==> config.mk <==
export PLATFORM = sky130hd
export DESIGN_NAME = cdb_arbiter
export DESIGN_NICKNAME = d
export VERILOG_FILES = /design/src/rtl/cdb_arbiter.sv
export SDC_FILE = /design/constraint.sdc
export NUM_CORES = 1
export LEC_CHECK = 0
export CORE_MARGIN = 1
export CORE_UTILIZATION = 37
export DETAILED_ROUTE_END_ITERATION = 6
export PLACE_DENSITY = 0.84
export SKIP_CTS_REPAIR_TIMING = 1
export SLEW_MARGIN = 40
export SYNTH_ARGS = -nofsm -noshare
export SYNTH_HDL_FRONTEND = slang
export SYNTH_SLANG_ARGS = --single-unit
export TNS_END_PERCENT = 1
==> constraint.sdc <==
create_clock -name clk -period 2.3 [get_ports clk]
set_input_delay 0.345 -clock clk [delete_from_list [all_inputs] [get_ports clk]]
set_output_delay 0.345 -clock clk [all_outputs]
set_load 0.005 [all_outputs]
==> src/rtl/cdb_arbiter.sv <==
// Round-robin arbiter that picks one completed functional-unit result per cycle
// and broadcasts it on the common data bus through a single register stage.
module cdb_arbiter #(
    parameter int NUM_REQ = 4,
    parameter int TAG_W   = 6,
    parameter int DATA_W  = 32
) (
    input  logic                      clk,
    input  logic                      rst,
    input  logic                      flush,
    input  logic [NUM_REQ-1:0]        req_valid,
    input  logic [NUM_REQ*TAG_W-1:0]  req_tag,
    input  logic [NUM_REQ*DATA_W-1:0] req_data,
    output logic [NUM_REQ-1:0]        req_ready,
    output logic                      cdb_valid,
    output logic [TAG_W-1:0]          cdb_tag,
    output logic [DATA_W-1:0]         cdb_data,
    output logic [1:0]                cdb_src
);

    // Requester indices and the pointer are 2 bits wide, so NUM_REQ may not exceed 4.
    logic [1:0]        rr_ptr_q, rr_ptr_d;
    logic              cdb_valid_q, cdb_valid_d;
    logic [TAG_W-1:0]  cdb_tag_q, cdb_tag_d;
    logic [DATA_W-1:0] cdb_data_q, cdb_data_d;
    logic [1:0]        cdb_src_q, cdb_src_d;

    logic              found;
    logic              grant_ok;
    logic [1:0]        sel;
    logic [2:0]        cand;
    logic [TAG_W-1:0]  sel_tag;
    logic [DATA_W-1:0] sel_data;

    // Scan the requesters starting at the pointer, wrapping modulo NUM_REQ.
    always_comb begin
        found = 1'b0;
        sel   = 2'd0;
        cand  = 3'd0;
        for (int k = 0; k < NUM_REQ; k++) begin
            cand = {1'b0, rr_ptr_q} + 3'(k);
            if (cand >= 3'(NUM_REQ)) begin
                cand = cand - 3'(NUM_REQ);
            end
            if (!found && req_valid[cand[1:0]]) begin
                found = 1'b1;
                sel   = cand[1:0];
            end
        end
    end

    always_comb begin
        sel_tag  = '0;
        sel_data = '0;
        for (int i = 0; i < NUM_REQ; i++) begin
            if (2'(i) == sel) begin
                sel_tag  = req_tag[i*TAG_W +: TAG_W];
                sel_data = req_data[i*DATA_W +: DATA_W];
            end
        end
    end

    // Reset and flush both suppress the grant so no requester is consumed.
    always_comb begin
        grant_ok  = found && !flush && !rst;
        req_ready = '0;
        if (grant_ok) begin
            req_ready[sel] = 1'b1;
        end

        rr_ptr_d    = rr_ptr_q;
        cdb_valid_d = grant_ok;
        cdb_tag_d   = cdb_tag_q;
        cdb_data_d  = cdb_data_q;
        cdb_src_d   = cdb_src_q;
        if (grant_ok) begin
            cdb_tag_d  = sel_tag;
            cdb_data_d = sel_data;
            cdb_src_d  = sel;
            if ({1'b0, sel} == 3'(NUM_REQ - 1)) begin
                rr_ptr_d = 2'd0;
            end else begin
                rr_ptr_d = sel + 2'd1;
            end
        end
    end

    always_ff @(posedge clk) begin
        if (rst) begin
            rr_ptr_q    <= 2'd0;
            cdb_valid_q <= 1'b0;
            cdb_tag_q   <= '0;
            cdb_data_q  <= '0;
            cdb_src_q   <= 2'd0;
        end else begin
            rr_ptr_q    <= rr_ptr_d;
            cdb_valid_q <= cdb_valid_d;
            cdb_tag_q   <= cdb_tag_d;
            cdb_data_q  <= cdb_data_d;
            cdb_src_q   <= cdb_src_d;
        end
    end

    assign cdb_valid = cdb_valid_q;
    assign cdb_tag   = cdb_tag_q;
    assign cdb_data  = cdb_data_q;
    assign cdb_src   = cdb_src_q;

endmodule

==> results.yml <==
yosys:
  ys_async_sr_fraction: 0
  ys_top_cells_by_count: "89 x a21oi_1, 43 x dfxtp_1, 43 x inv_1, 41 x nand2_1, 38 x a22oi_1"
  synth-edff-count: 0
  synth_area_per_cell_sq_um: 7.331
  yosysUniqueCellTypes: 29
  ys_seq_area_frac: 0.2763
  synth.top_cell.area_share: 0.2763
  ys_ff_latch: 43
  synthTopCellsByArea: "dfxtp_1 28%, a21oi_1 14%, a22oi_1 9.2%"
  synth_cells: 425
  synthesis.nets: 588
  netlist_area_sq_mm: 0.003115
  yosys_warnings: 0
  synth_most_common_cell: "a21oi_1"
  yosysTopAreaCell: "dfxtp_1"
  ys.flop_type: "dfxtp_1"
clock_tree:
  cts.sinks: 43
  cts-root-buf: "clkbuf_8"
  numCtsBuffers: 5
  cts.path.max_buffers: 2
  clk_latency_ps: 290
  clk_pin_slew_ps: 90
  cts_tree: "done"
  cts-htree-levels: 2
global_route:
  antenna_found_initial: 0
  grt_max_degree: 77
  grt-ovfl-total: 0
  track_usage: 0.2371
  grt_pass1_vias: 3712
  grt_pass1_wl_um: 16900
sta:
  final-hold-violation-count: 0
  finalCritPeriodShare: 1.073
  slew_viol_final: 0
  rsz0062_at_grt: "yes"
  setup_viol: 1
  max_clock_freq_ghz: 0.4053
  clock_skew_ps: 4.767
  slew_headroom: 0.6351
  setup_tns_ps: -167.6
  min_period_ps: 2468
  setup_ws_ps: -167.6
  worstMarginPinSlew_ps: 547.3
placement:
  hpwlAfterDp_um: 7832
  port_buffers: 203
  dp.cells: 715
  routabilityCongestion: 0.9098
routing:
  via_per_inst: 5.109
  drt_iter0_markers: 90
  vias: 3694
  finalWirelength_um: 10810
  wl_met2_um: 5533
  wire_per_inst_um: 14.96
  m1WireLength_um: 4369
  highest_layer: "met4"
  postRouteAntennaNets: 0
  routed-wl-met3_um: 731
  drc: 0
  dr.pass1.iters: 4
setup_path:
  crit_arrival_ps: 2120
  slowest_stage: "clkdlybuf4s50_1"
  r2r_start: "rr_ptr_q[0]$_SDFFE_PP0P_"
  cp_common_cell: "clkdlybuf4s50_1"
  start_kind: "input pin"
  path_max_fanout: 4
  worst_path_largest_cell_delay_ps: 510
  cp-end-kind: "primary output"
  critical_path_class: "in -> out"
  worstPathCellList: "clkdlybuf4s50_1 -> o221a_1 -> o22ai_4 -> ha_1 -> and3_1 -> clkdlybuf4s50_1"
  cp-startpoint: "req_valid[3]"
  worst-endpoint-required_ps: 1960
layout:
  drive_gt1_frac: 0.1634
  num_antenna_cells: 0
  fillCellCount: 668
  area_delta_synth_final_pct: 73.41
  layoutNonFillerInstCount: 723
  nNetsFinal: 780
floorplan:
  start_util: 0.3811
  die_x_um: 93.76
  dieHeight_um: 93.76
  std_cell_rows: 33
  fp.coreArea_sq_mm: 0.008175
  pin_count: 204
  dieArea_sq_mm: 0.008791
power_and_ir_drop:
  switching_power_w: 0.0009370
  vdd_ir_drop_max_uv: 278.5
  comb_power_share: 0.482
  p_leak_nw: 2.200
  seqPwrFrac: 0.321
  powerDensity_mw_per_mm2: 507.0
  p_total_w: 0.002739
  p_clk_frac: 0.197
  sw_frac_of_total: 0.3421
  internal_power_w: 0.001802
min_path:
  min_path_type: "reg -> reg"
  min-delay-start: "cdb_src[0]$_SDFFE_PP0P_"
status:
  violations: "setup timing"
  outcome: "complete, but fails checks"
job:
  cap_violations: 0
## cell usage in the layout (no fill, tap or decap), types with 2 or more instances in the layout
cell type        count
clkdlybuf4s50_1    197
a21oi_1             88
dfxtp_1             42
nand2_1             41
inv_1               40
a22oi_1             37
o21ai_1             32
a21oi_2             28
o21ai_2             26
buf_4               21
o21ai_0             18
clkbuf_8             7
dlymetal6s2s_1       6
and3_1               4
buf_12               4
inv_2                3
nor2_1               2
a21o_1               2
o221a_1              2
nor2_2               2
ha_4                 2
## metrics by stage
step	setup slack, ps	utilization	instance area, sq um	hold WS [ps]
6_report	-167.6	0.6609	5403	480.6
5_1_grt	-232.9	0.6609	5403	515.3
4_1_cts	-395.3	0.6527	5336	480.7
3_5_place_dp	-395.3	0.6405	5236	461.4
3_3_place_gp	-371.4	0.6405	5236	462.8
2_1_floorplan	278.1	-	3115	407.4
## power by group through the flow
stage / registers [W] / logic, W / clock network [W]
2_1_floorplan: 0.000898 / 0.000700 / 0
3_3_place_gp: 0.000892 / 0.00127 / 0
3_5_place_dp: 0.000894 / 0.00130 / 0
4_1_cts: 0.000879 / 0.00130 / 0.000555
5_1_grt: 0.000892 / 0.00145 / 0.000589
6_report: 0.000880 / 0.00132 / 0.000539
## worst max-delay path: cells and delay by family
kind	cells	cell delay [ps]
compound gates	2	470
simple gates	1	150
fa+ha+maj	1	210
buf+inv	2	940
## final cells by class
class                   count  area [sq um]  share of cell area
clock buffers               8         100.1             0.01853
well taps                 105         131.4             0.02432
multi-input cells         296          1863              0.3448
inverters                  43         161.4             0.02987
repair buffers            228          2285              0.4229
flip-flops and latches     43         862.1              0.1596
## worst paths after layout
check | to | slack [ps] | depth (start not counted)
hold reg to reg | cdb_src[0]$_SDFFE_PP0P_ | 480 | 2
setup / recovery | req_ready[0] | -170 | 6
hold / removal | cdb_src[0]$_SDFFE_PP0P_ | 480 | 2
setup reg to reg | cdb_data[10]$_SDFFE_PP0P_ | 150 | 9
## kinds of logic after synthesis
| kind of cell | after synthesis | share of synthesized area |
|---|---|---|
| AOI/OAI and AO/OA | 239 | 0.4924 |
| buffers and inverters | 86 | 0.1442 |
| and+or+nand+nor | 53 | 0.07108 |
| DFF | 43 | 0.2763 |
| adders and majority gates | 4 | 0.01606 |
## per-layer routing
layer	GRT usage	vias to the layer above
met1	0.2749	1679
met3	0.04935	14
met4	0.08333	0
met5	0	-
met2	0.4270	121
li1	-	1880
## registers in the layout (all words and copies together) (netlist names)
register   count
cdb_data      32
rr_ptr_q       2
cdb_valid      1
cdb_src        2
cdb_tag        6
Power figures use the tool's default switching activity.
